[config.mk]
export PLATFORM = sky130hd
export DESIGN_NAME = alu_seq
export DESIGN_NICKNAME = d
export VERILOG_FILES = /design/src/rtl/alu_seq_pkg.sv /design/src/rtl/alu_addsub.sv /design/src/rtl/alu_seq.sv
export SDC_FILE = /design/constraint.sdc
export NUM_CORES = 1
export LEC_CHECK = 0
export ABC_AREA = 1
export CAP_MARGIN = 20
export CELL_PAD_IN_SITES_DETAIL_PLACEMENT = 0
export CELL_PAD_IN_SITES_GLOBAL_PLACEMENT = 1
export CORE_UTILIZATION = 37
export DETAILED_ROUTE_END_ITERATION = 8
export PLACE_DENSITY = 0.9
export SLEW_MARGIN = 10
export SYNTH_ARGS = -nofsm -noshare
export SYNTH_HDL_FRONTEND = slang
export SYNTH_HIERARCHICAL = 1
export SYNTH_SLANG_ARGS = --single-unit
export TNS_END_PERCENT = 30
[constraint.sdc]
create_clock -name clk_i -period 12.6 [get_ports clk_i]
set_input_delay 1.26 -clock clk_i [delete_from_list [all_inputs] [get_ports clk_i]]
set_output_delay 1.26 -clock clk_i [all_outputs]
set_load 0.02 [all_outputs]
[src/rtl/alu_seq_pkg.sv]
// alu_seq_pkg: shared definitions for the sequential execute-stage ALU.
//   - opcode encodings
//   - FSM state encoding
// Optional feature macro: ALU_SEQ_MUL_EN (enables the iterative multiply).
package alu_seq_pkg;

    localparam int OP_W = 4;

    localparam logic [OP_W-1:0] OP_AND = 4'b0000;
    localparam logic [OP_W-1:0] OP_OR  = 4'b0001;
    localparam logic [OP_W-1:0] OP_ADD = 4'b0010;
    localparam logic [OP_W-1:0] OP_SUB = 4'b0110;
    localparam logic [OP_W-1:0] OP_SLT = 4'b0111;
    localparam logic [OP_W-1:0] OP_NOR = 4'b1100;
    localparam logic [OP_W-1:0] OP_MUL = 4'b1000;

    typedef enum logic [1:0] {
        ST_IDLE = 2'd0,
        ST_BUSY = 2'd1,
        ST_DONE = 2'd2
    } state_t;

endpackage

[src/rtl/alu_addsub.sv]
// alu_addsub: combinational WIDTH-bit adder shared by ADD, SUB and SLT.
//   a, b     : operands
//   sub      : 1 -> a + ~b + 1, 0 -> a + b
//   sum      : WIDTH-bit result (mod 2^WIDTH)
//   cout     : carry out of the MSB
//   overflow : carry into MSB ^ carry out of MSB
module alu_addsub #(
    parameter int WIDTH = 32
) (
    input  logic [WIDTH-1:0] a,
    input  logic [WIDTH-1:0] b,
    input  logic             sub,
    output logic [WIDTH-1:0] sum,
    output logic             cout,
    output logic             overflow
);

    logic [WIDTH-1:0] b_eff;
    // Low W-1 bits plus the carry into the MSB position in the top bit.
    logic [WIDTH-1:0] low;
    logic [1:0]       top;

    assign b_eff = sub ? ~b : b;
    assign low   = {1'b0, a[WIDTH-2:0]} + {1'b0, b_eff[WIDTH-2:0]}
                 + {{(WIDTH-1){1'b0}}, sub};
    assign top   = {1'b0, a[WIDTH-1]} + {1'b0, b_eff[WIDTH-1]} + {1'b0, low[WIDTH-1]};

    assign sum      = {top[0], low[WIDTH-2:0]};
    assign cout     = top[1];
    assign overflow = top[1] ^ low[WIDTH-1];

endmodule

[src/rtl/alu_seq.sv]
// alu_seq: WIDTH-bit execute-stage ALU with valid/ready handshake.
//   Single-cycle ops: AND, OR, NOR, ADD, SUB, SLT. Optional iterative
//   unsigned shift-add MUL (WIDTH steps) when ALU_SEQ_MUL_EN is defined;
//   otherwise opcode 1000 is illegal and result_hi_o is tied to 0.
// Ports:
//   clk_i, rst_n              clock, synchronous active-low reset
//   in_valid_i/in_ready_o     request handshake (op_i, src1_i, src2_i)
//   out_valid_o/out_ready_i   result handshake
//   result_o, result_hi_o     result (low/high half of MUL product)
//   zero_o, cout_o, overflow_o, err_o   flags
module alu_seq
    import alu_seq_pkg::*;
#(
    parameter int WIDTH = 32
) (
    input  logic             clk_i,
    input  logic             rst_n,
    input  logic             in_valid_i,
    output logic             in_ready_o,
    input  logic [3:0]       op_i,
    input  logic [WIDTH-1:0] src1_i,
    input  logic [WIDTH-1:0] src2_i,
    output logic             out_valid_o,
    input  logic             out_ready_i,
    output logic [WIDTH-1:0] result_o,
    output logic [WIDTH-1:0] result_hi_o,
    output logic             zero_o,
    output logic             cout_o,
    output logic             overflow_o,
    output logic             err_o
);

    state_t state_q, state_d;

    // in_ready is a register so it stays low through reset and rises on
    // the first edge after release, even though the state is already IDLE.
    logic rdy_q;
    logic accept;
    logic is_mul;
    logic load_single;

    logic [WIDTH-1:0] result_q;
    logic             zero_q, cout_q, ovf_q, err_q;

    // Single-cycle datapath
    logic             as_sub;
    logic [WIDTH-1:0] as_sum;
    logic             as_cout, as_ovf;
    logic [WIDTH-1:0] res_c;
    logic             cout_c, ovf_c, err_c;

    assign accept     = in_valid_i && rdy_q;
    assign in_ready_o = rdy_q;
    assign as_sub     = (op_i != OP_ADD);

    alu_addsub #(.WIDTH(WIDTH)) u_addsub (
        .a        (src1_i),
        .b        (src2_i),
        .sub      (as_sub),
        .sum      (as_sum),
        .cout     (as_cout),
        .overflow (as_ovf)
    );

    always_comb begin
        res_c  = '0;
        cout_c = 1'b0;
        ovf_c  = 1'b0;
        err_c  = 1'b0;
        case (op_i)
            OP_AND: res_c = src1_i & src2_i;
            OP_OR:  res_c = src1_i | src2_i;
            OP_NOR: res_c = ~(src1_i | src2_i);
            OP_ADD, OP_SUB: begin
                res_c  = as_sum;
                cout_c = as_cout;
                ovf_c  = as_ovf;
            end
            OP_SLT: res_c = {{(WIDTH-1){1'b0}}, as_sum[WIDTH-1] ^ as_ovf};
            default: err_c = 1'b1;   // includes MUL, which never loads here when enabled
        endcase
    end

`ifdef ALU_SEQ_MUL_EN
    localparam int CW = (WIDTH > 1) ? $clog2(WIDTH) : 1;

    logic [WIDTH-1:0]   mcand_q;
    logic [2*WIDTH-1:0] prod_q, prod_d;
    logic [CW-1:0]      cnt_q;
    logic [WIDTH:0]     upper_sum;
    logic               mul_last;
    logic               mul_start;
    logic               mul_fin;
    logic [WIDTH-1:0]   result_hi_q;

    // prod_q = {accumulator, remaining multiplier bits}; each step adds the
    // multiplicand when the current LSB is set and shifts right by one, so
    // after WIDTH steps it holds the full product.
    assign upper_sum = {1'b0, prod_q[2*WIDTH-1:WIDTH]}
                     + (prod_q[0] ? {1'b0, mcand_q} : {(WIDTH+1){1'b0}});
    assign prod_d    = {upper_sum, prod_q[WIDTH-1:1]};
    assign mul_last  = (cnt_q == CW'(WIDTH-1));
    assign is_mul    = (op_i == OP_MUL);

    always_ff @(posedge clk_i) begin
        if (!rst_n) begin
            mcand_q <= '0;
            prod_q  <= '0;
            cnt_q   <= '0;
        end else if (mul_start) begin
            mcand_q <= src1_i;
            prod_q  <= {{WIDTH{1'b0}}, src2_i};
            cnt_q   <= '0;
        end else if (state_q == ST_BUSY) begin
            prod_q  <= prod_d;
            cnt_q   <= cnt_q + CW'(1);
        end
    end

    assign result_hi_o = result_hi_q;
`else
    assign is_mul      = 1'b0;
    assign result_hi_o = '0;
`endif

    // FSM: state register
    always_ff @(posedge clk_i) begin
        if (!rst_n) begin
            state_q <= ST_IDLE;
            rdy_q   <= 1'b0;
        end else begin
            state_q <= state_d;
            rdy_q   <= (state_d == ST_IDLE);
        end
    end

    // FSM: next state
    always_comb begin
        state_d = state_q;
        case (state_q)
            ST_IDLE: if (accept) state_d = is_mul ? ST_BUSY : ST_DONE;
`ifdef ALU_SEQ_MUL_EN
            ST_BUSY: if (mul_last) state_d = ST_DONE;
`endif
            ST_DONE: if (out_ready_i) state_d = ST_IDLE;
            default: state_d = ST_IDLE;
        endcase
    end

    // FSM: outputs / datapath strobes
    always_comb begin
        out_valid_o = (state_q == ST_DONE);
        load_single = accept && !is_mul;
`ifdef ALU_SEQ_MUL_EN
        mul_start   = accept && is_mul;
        mul_fin     = (state_q == ST_BUSY) && mul_last;
`endif
    end

    // Result/flag registers: written only on completion, so they stay
    // stable while the consumer back-pressures.
    always_ff @(posedge clk_i) begin
        if (!rst_n) begin
            result_q <= '0;
            zero_q   <= 1'b0;
            cout_q   <= 1'b0;
            ovf_q    <= 1'b0;
            err_q    <= 1'b0;
`ifdef ALU_SEQ_MUL_EN
            result_hi_q <= '0;
`endif
        end else if (load_single) begin
            result_q <= res_c;
            zero_q   <= (res_c == '0);
            cout_q   <= cout_c;
            ovf_q    <= ovf_c;
            err_q    <= err_c;
`ifdef ALU_SEQ_MUL_EN
            result_hi_q <= '0;
`endif
        end
`ifdef ALU_SEQ_MUL_EN
        else if (mul_fin) begin
            // Final step's product goes straight to the output registers.
            result_q    <= prod_d[WIDTH-1:0];
            result_hi_q <= prod_d[2*WIDTH-1:WIDTH];
            zero_q      <= (prod_d[WIDTH-1:0] == '0);
            cout_q      <= 1'b0;
            ovf_q       <= 1'b0;
            err_q       <= 1'b0;
        end
`endif
    end

    assign result_o   = result_q;
    assign zero_o     = zero_q;
    assign cout_o     = cout_q;
    assign overflow_o = ovf_q;
    assign err_o      = err_q;

endmodule

-- Yosys cells after proc, flatten, opt, wreduce, memory -nomap -nowiden
Cells that the tools add are included.
- $add $sub $neg: 4
- equal/unequal tests: 7
- muxes and demuxes: 8
- bitwise logic cells: 6
- reduce and logical (&&, ||, !) cells: 7
- operator list (kind ; number):
    32-bit case mux with 5 select lines ; 1
    32-bit NOT ; 2
    31-bit by 31-bit adder with 32-bit output ; 1
    32-bit by 1-bit adder with 32-bit output ; 1
    32-bit AND ; 1
    32-bit zero test ; 1
    32-bit 2-to-1 mux ; 1
    32-bit OR ; 1
    4-bit by 3-bit equality test with 1-bit output, second input constant ; 2
    6-bit OR reduction ; 1
    4-bit by 1-bit equality test with 1-bit output, second input constant ; 1
    4-bit by 2-bit equality test with 1-bit output, second input constant ; 1
    4-bit equality test, second input constant ; 1
    2-bit zero test ; 2
    4-bit zero test ; 1
    2-bit 2-to-1 mux ; 2
    4-bit by 2-bit inequality test with 1-bit output, second input constant ; 1
    2-bit case mux with 2 select lines ; 1
    1-bit 2-to-1 mux ; 3
    1-bit by 1-bit adder with 2-bit output ; 1
    2-bit by 1-bit adder with 2-bit output ; 1
    2-bit equality test, second input constant ; 1
    2-bit OR reduction ; 1
    1-bit bitwise XOR ; 2
    1-bit logical AND ; 1
- register bits after elaboration: 39
- output and inout bits: 70
- logic and storage cells: 39

-- Logic depth before layout (Yosys ltp)
Gate-level depths: netlist of the first run.
- depth in word-level cells: 9
- gate-level depth with buffers: 33

-- Hierarchy
The synthesis of the first run kept the hierarchy.
- by module, submodules not included (module ; times used ; cells each ; area an instance (µm²) ; sequential area each (µm²)):
    alu_seq ; 1 ; 596 ; 3340.7 ; 780.7
    alu_addsub ; 1 ; 468 ; 2539.9 ; 0.0

-- Worst setup path before layout of the first run
OpenSTA, ideal clock, no wires.
- kind: in2reg
- from: in op_i[3]
- to: reg zero_q, in the netlist zero_o
- library setup time: 0.070 ns
- arrival: 4.787 ns
- required time: 12.530 ns
- path slack: 7.744 ns
- stages: 30
- path through: nor2_1 -> clkbuf_1 -> nand3_1 -> buf_2 -> buf_2 -> xor2_1 -> ha_1 -> nand2_2 -> inv_1 -> nand2_1 -> and2_4 -> nor2_2 -> nor2_1 -> nand2_2 -> nand2_2 -> nand2_2 -> fa_1 -> nand3_1 -> nand2_1 -> nor2_1 -> nor2_1 -> nand2_1 -> nand2_1 -> nor2_1 -> nand2_1 -> nor2_1 -> nand2_1 -> nor2_1 -> nand3_1 -> a21oi_1
- cells in the longest elaborated chain, start to end: 9
- elaborated cells on any way between the ends: 17
- those cells by class: add/sub: 4; eq/ne: 6; mux: 2; bitwise: 2; reduce/logical: 3
- ends and longest elaborated chain (what ; RTL line ; RTL):
    from (decl) ; alu_seq.sv:20 ; input logic [3:0] op_i,
    4-bit by 2-bit inequality test with 1-bit output (*) ; alu_seq.sv:54 ; assign as_sub = (op_i != OP_ADD);
    net as_sub ; alu_seq.sv:46 ; logic as_sub;
    32-bit 2-to-1 mux ; alu_addsub.sv:23 ; assign b_eff = sub ? ~b : b;
    31-bit by 31-bit adder with 32-bit output ; alu_addsub.sv:24 ; assign low = {1'b0, a[WIDTH-2:0]} + {1'b0, b_eff[WIDTH-2:0]}
    32-bit by 1-bit adder with 32-bit output ; alu_addsub.sv:25 ; + {{(WIDTH-1){1'b0}}, sub};
    2-bit by 1-bit adder with 2-bit output (*) ; alu_addsub.sv:26 ; assign top = {1'b0, a[WIDTH-1]} + {1'b0, b_eff[WIDTH-1]} + {1'b0, low[WIDTH-1]};
    net as_cout ; alu_seq.sv:48 ; logic as_cout, as_ovf;
    1-bit bitwise XOR (*) ; alu_addsub.sv:30 ; assign overflow = top[1] ^ low[WIDTH-1];
    net as_ovf ; alu_seq.sv:48 ;
    1-bit bitwise XOR (*) ; alu_seq.sv:79 ; OP_SLT: res_c = {{(WIDTH-1){1'b0}}, as_sum[WIDTH-1] ^ as_ovf};
    32-bit case mux with 5 select lines (*) ; alu_seq.sv:70 ; case (op_i)
    32-bit zero test (*) ; alu_seq.sv:174 ; zero_q <= (res_c == '0);
    to (signal assigned) ; alu_seq.sv:174 ;
    to (decl) ; alu_seq.sv:43 ; logic zero_q, cout_q, ovf_q, err_q;
Mark *: on every way through the listed nets, which the timed path passes. The rest lies on a longest branch.
A chain may end at the register's enable or synchronous reset.

-- Worst setup path in the final report of the first run
Same ends and word-level chain as after synthesis.

==> impl_metrics.py, run 1 <==
metrics = {
    "place": {
        "port_buffers": 109,
        "gp_congestion": 0.942,
        "pre_cts_ws_ns": 6.11,
        "dp_hpwl_um": 15200,
    },
    "global_route": {
        "grt_max_degree": 62,
        "antenna_found_initial": 0,
        "grt_pass1_vias": 5945,
        "grt_pass1_wl_um": 30100,
        "track_usage_pct": 23.4,
        "grt_overflow": 0,
    },
    "critical_path": {
        "crit_arrival_ns": 6.58,
        "critical_path_class": "in2reg",
        "slowest_delay_ns": 0.66,
        "endpoint_kind": "register",
        "slowest_stage": "nand3_2",
        "critPathMaxFanout": 61,
        "cp.required_ns": 12.81,
        "start_kind": "input port",
    },
    "run": {
        "maxCapViolations": 0,
    },
    "power_and_ir_drop": {
        "powerDensity_mw_per_mm2": 74.9,
        "ir_drop_mv": 0.0575,
        "p_leak_nw": 3.73,
    },
    "synthesis": {
        "synth-seq-cells": 39,
        "synth_flop_cell": "dfxtp_1",
        "yosys_warnings": 6,
        "seq_area_frac_synth_pct": 13.3,
        "syn_area_sq_mm": 0.00588,
        "synthCells": 1064,
        "async_flop_share_pct": 0,
        "synth_area_leader_cell": "nand2_1",
        "synth_top_area_share_pct": 19.5,
        "ys_types": 40,
        "synth_edf_count": 0,
        "avgSynthCellArea_sq_um": 5.53,
        "synth.area.top_cells": "nand2_1 (20%), dfxtp_1 (13%), inv_1 (10%)",
    },
    "min_path": {
        "hold_class": "reg2reg",
    },
    "clocking": {
        "hold_buffers": 0,
        "cts_buffer_depth": 2,
        "clk_pin_slew_ns": 0.05,
        "post_cts_buffers": 0,
        "cts_tree": "done",
        "htreeDepth": 2,
        "clkLatencyLatePin_ns": 0.28,
        "cts_root_buf": "clkbuf_16",
        "ctsResizeCount": 0,
        "cts_buffers": 5,
        "cts.sinks": 39,
    },
    "die": {
        "num_rows": 45,
        "dieArea_sq_mm": 0.0164,
        "initial_core_util_pct": 38.3,
        "io_pins": 142,
        "die_w_um": 128,
        "die_y_um": 128,
        "core_area_sq_mm": 0.0154,
    },
    "finish": {
        "layout.nets": 1257,
        "final_core_util_pct": 46.7,
        "synthToLayoutAreaGrowth_pct": 21.9,
        "insertedDiodeCount": 0,
        "nFillCells": 1726,
        "layout-drive-gt1-share_pct": 4.85,
    },
    "routing": {
        "dr.first_iter.drc_count": 423,
        "first_pass_iters": 5,
        "post_drt_via_cell_ratio": 4.79,
        "ant_nets": 0,
        "wl_per_cell_um": 13.8,
        "num_vias": 6538,
        "drcViolationCount": 0,
        "wl_um": 18800,
    },
    "timing": {
        "final.min_clock_period_ns": 6.37,
        "timing.fmax_mhz": 157,
        "tightest_slew_ns": 1.03,
        "timing.final.crit_share_pct": 50.5,
        "slew-limit-headroom_pct": 31.3,
        "final_hold_viol_count": 0,
        "tns_ns": 0,
        "maxSlewViolCount": 0,
        "finalWorstSetupSlack_ns": 6.23,
        "rsz0062_at_grt": "no",
        "setup_viol": 0,
        "fin_skew_ns": 0.00245,
    },
    "status": {
        "status": "completed",
    },
}
[metrics by stage]
stage	hold WS, ns	area (sq um)	power, mW	cells
global route	0.500	7170	0.579	1365
finish	0.472	7170	0.537	1365
global placement	0.456	7000	0.416	1356
detailed placement	0.466	7030	0.417	1357
CTS	0.475	7170	0.538	1365
floorplan	0.540	6000	0.330	1096
[Yosys cell counts, types with 4 or more instances]
library cell / count
o21ai_0: 61
nand3_1: 86
xor2_1: 44
a21oi_1: 57
o21bai_1: 4
nand4_1: 16
inv_1: 164
nand2_2: 16
nand3b_1: 16
nor2_2: 7
buf_2: 8
buf_4: 36
a31oi_1: 7
dfxtp_1: 39
inv_2: 5
clkbuf_1: 16
nor2_1: 108
ha_1: 30
nand2_1: 306
[cells in the final DEF (no fill, tap or decap), types with 7 or more instances in the layout]
cell type	instances
a21oi_1	57
a31oi_1	7
clkdlybuf4s50_1	109
conb_1	33
dfxtp_1	39
ha_1	30
inv_1	164
nand2_1	306
nand2_2	16
nand3_1	85
nand3b_1	16
nand4_1	16
nor2_1	106
nor2_2	7
o21ai_0	61
xor2_1	44
[critical path, delay by kind of cell]
kind	cells	cell delay, ns
AND/OR/NAND/NOR	17	2.07
XOR/XNOR	1	0.17
adder cells (fa/ha/maj)	2	0.80
buffers and inverters	4	1.49
AO/OA/AOI/OAI	3	0.74
[cells by family (layout without fill, tap and decap cells)]
group | after synthesis | after routing | share of synthesized area (%)
flip-flops | 39 | 39 | 13.3
other | 1 | 33 | 0.0638
XOR/XNOR | 47 | 47 | 7.00
AND/OR/NAND/NOR | 570 | 570 | 42.2
adder cells (fa/ha/maj) | 32 | 32 | 7.06
buffers and inverters | 236 | 294 | 17.9
AO/OA/AOI/OAI | 139 | 139 | 12.5
[where the power goes]
group / switching, mW / internal (mW)
sequential: 0.00394 / 0.132
combinational: 0.178 / 0.104
clock: 0.0468 / 0.0729
total: 0.229 / 0.308
[path summary, 6_finish.rpt]
path / slack, ns / startpoint / end / depth (start not counted)
worst max-delay path: 6.23 / op_i[3] / zero_o$_SDFFE_PN0P_ / 27
worst min-delay path: 0.47 / zero_o$_SDFFE_PN0P_ / zero_o$_SDFFE_PN0P_ / 2
worst max register to register: 10.97 / in_ready_o$_SDFF_PN0_ / result_o[21]$_SDFFE_PN0P_ / 5
worst min register to register: 0.47 / zero_o$_SDFFE_PN0P_ / zero_o$_SDFFE_PN0P_ / 2
[sequential cells by signal (all words and copies together) (netlist names)]
name        cells
overflow_o      1
cout_o          1
zero_o          1
result_o       32
in_ready_o      1
err_o           1
state_q         2
[per-layer routing]
metal	track usage, %	vias up	share of wire [%]
met4	6.09	0	1.8
li1	-	3442	-
met3	1.17	24	3.9
met5	0	-	0
met2	40.2	164	46
met1	31.8	2908	49
[cell type report]
cell class	instances	area [sq um]	share of cell area [%]
Timing Repair Buffer	115	1160	16.1
Multi-Input combinational cell	821	4190	58.4
Sequential cell	39	781	10.9
Inverter	171	642	8.95
Clock inverter	2	12.5	0.174
Clock buffer	6	129	1.80
Tap cell	211	264	3.68
Note: power is estimated with default switching activity, not from simulation.
==> run 2, diff against run 1 <==
--- a/config.mk
+++ b/config.mk
@@ -9,9 +9,9 @@
 export CAP_MARGIN = 20
 export CELL_PAD_IN_SITES_DETAIL_PLACEMENT = 0
 export CELL_PAD_IN_SITES_GLOBAL_PLACEMENT = 1
-export CORE_UTILIZATION = 37
+export CORE_UTILIZATION = 31
 export DETAILED_ROUTE_END_ITERATION = 8
-export PLACE_DENSITY = 0.9
+export PLACE_DENSITY = 0.8
 export SLEW_MARGIN = 10
 export SYNTH_ARGS = -nofsm -noshare
 export SYNTH_HDL_FRONTEND = slang
==> constraint.sdc (replaced) <==
create_clock -name clk_i -period 5.4 [get_ports clk_i]
set_input_delay 0.54 -clock clk_i [delete_from_list [all_inputs] [get_ports clk_i]]
set_output_delay 0.54 -clock clk_i [all_outputs]
set_load 0.02 [all_outputs]
==> impl_metrics.py, run 2 (synthesis results as in run 1) <==
metrics = {
    "critical_path": {
        "critPathMaxFanout": 12,
        "cp.required_ns": 5.62,
        "slowest_delay_ns": 0.53,
        "cp_num_buf_inv": 3,
        "start_kind": "input port",
        "cp_top_family": "simple AND/OR/NAND/NOR gates",
        "critical_path_class": "in2reg",
        "crit_arrival_ns": 4.80,
        "endpoint_kind": "register",
        "slowest_stage": "clkdlybuf4s50_1",
    },
    "run": {
        "maxCapViolations": 0,
    },
    "finish": {
        "synthToLayoutAreaGrowth_pct": 23.6,
        "register_area_sq_um": 781,
        "layout-drive-gt1-share_pct": 5.19,
        "multi_input_area_sq_mm": 0.00419,
        "final_common_cell": "nand2_1",
        "layout.nets": 1260,
        "largest_reg_flops": 32,
        "mostFrequentLayoutCells": "nand2_1 (306), inv_1 (164), clkdlybuf4s50_1 (109)",
        "insertedDiodeCount": 0,
        "nFillCells": 2049,
    },
    "clocking": {
        "cts_buffers": 5,
        "ctsResizeCount": 0,
        "clkLatencyLatePin_ns": 0.28,
        "clk_pin_slew_ns": 0.06,
        "cts_buffer_depth": 2,
        "htreeDepth": 2,
        "cts.sinks": 39,
        "hold_buffers": 0,
        "cts_tree": "done",
        "cts_root_buf": "clkbuf_16",
        "post_cts_buffers": 0,
    },
    "die": {
        "dieArea_sq_mm": 0.0195,
        "core_area_sq_mm": 0.0186,
        "num_rows": 50,
        "die_w_um": 140,
        "io_pins": 142,
        "initial_core_util_pct": 31.5,
        "die_y_um": 140,
    },
    "power_and_ir_drop": {
        "ir_drop_mv": 0.0975,
        "clockPowerShare_pct": 24.0,
        "switching_share_pct": 42.3,
        "powerDensity_mw_per_mm2": 178,
        "p_comb_share_pct": 51.6,
        "internal_power_mw": 0.749,
        "switchingPower_mw": 0.548,
        "p_seq_share_pct": 24.4,
        "p_leak_nw": 3.77,
    },
    "timing": {
        "setup_viol": 0,
        "maxSlewViolCount": 0,
        "slew-limit-headroom_pct": 36.2,
        "hold_ws_ns": 0.460,
        "fin_skew_ns": 0.00124,
        "final_hold_viol_count": 0,
        "tns_ns": 0,
        "final.min_clock_period_ns": 4.59,
        "timing.final.crit_share_pct": 85.0,
        "timing.fmax_mhz": 218,
        "tightest_slew_ns": 0.955,
        "rsz0062_at_grt": "no",
    },
    "min_path": {
        "hold_class": "reg2reg",
    },
    "place": {
        "gp_congestion": 0.892,
        "port_buffers": 109,
        "dp_hpwl_um": 16300,
    },
    "status": {
        "status": "finished, violations left",
        "violations": "design-rule violations",
    },
    "routing": {
        "first_pass_iters": 7,
        "wl_per_cell_um": 14.2,
        "drcViolationCount": 2,
        "ant_nets": 0,
        "post_drt_via_cell_ratio": 4.66,
        "dr.first_iter.drc_count": 461,
        "wl_um": 19800,
        "num_vias": 6489,
    },
    "global_route": {
        "grt_pass1_vias": 5726,
        "grt_max_degree": 61,
        "grt_pass1_wl_um": 31300,
        "track_usage_pct": 20.1,
        "antenna_found_initial": 0,
        "grt_overflow": 0,
    },
}
run 2: worst reg2reg max path, stage by stage (launching register included):
cell and delay, ns:
dfxtp_1 0.30, nand2_1 0.28, clkinv_1 0.45, buf_4 0.40, o21ai_0 0.27, a21oi_1 0.06
run 2: layer usage:
metal  vias up  GRT usage (%)  share of wire [%]
met1      2823           29.3                 49
met5         -              0                  0
li1       3456              -                  -
met4         0           5.44                2.0
met2       186           31.6                 44
met3        24           1.55                4.8
run 2: cell type report:
| cell class | count | share of cell area [%] |
|---|---|---|
| multi-input combinational | 821 | 57.6 |
| clock buffer | 7 | 2.10 |
| tap | 234 | 4.03 |
| inverter | 171 | 8.83 |
| sequential | 39 | 10.7 |
| clock inverter | 1 | 0.103 |
| timing repair buffer | 118 | 16.6 |
run 2: power by group through the flow:
stage	combinational (mW)	clock [mW]	sequential [mW]
2_1_floorplan	0.426	0	0.344
3_3_place_gp	0.663	0	0.322
3_5_place_dp	0.662	0	0.323
4_1_cts	0.665	0.319	0.317
5_1_grt	0.744	0.332	0.319
6_report	0.670	0.311	0.316
run 2: worst paths after layout:
kind,startpoint,end,slack [ns],cells after the start
setup / recovery,op_i[0],zero_o$_SDFFE_PN0P_,0.81,26
hold / removal,err_o$_SDFFE_PN0P_,err_o$_SDFFE_PN0P_,0.46,2
setup reg to reg,in_ready_o$_SDFF_PN0_,result_o[14]$_SDFFE_PN0P_,3.51,5
hold reg to reg,err_o$_SDFFE_PN0P_,err_o$_SDFFE_PN0P_,0.46,2
run 2: per-stage QoR:
step	setup slack (ns)	std cells	instance area (sq um)	power, mW	utilization, %
detailed placement	0.602	1382	7080	0.985	38.0
CTS	0.873	1390	7240	1.30	38.9
global placement	0.673	1382	7080	0.985	38.0
floorplan	1.26	1096	6000	0.770	-
global route	0.453	1391	7270	1.39	39.0
finish	0.812	1391	7270	1.30	39.0
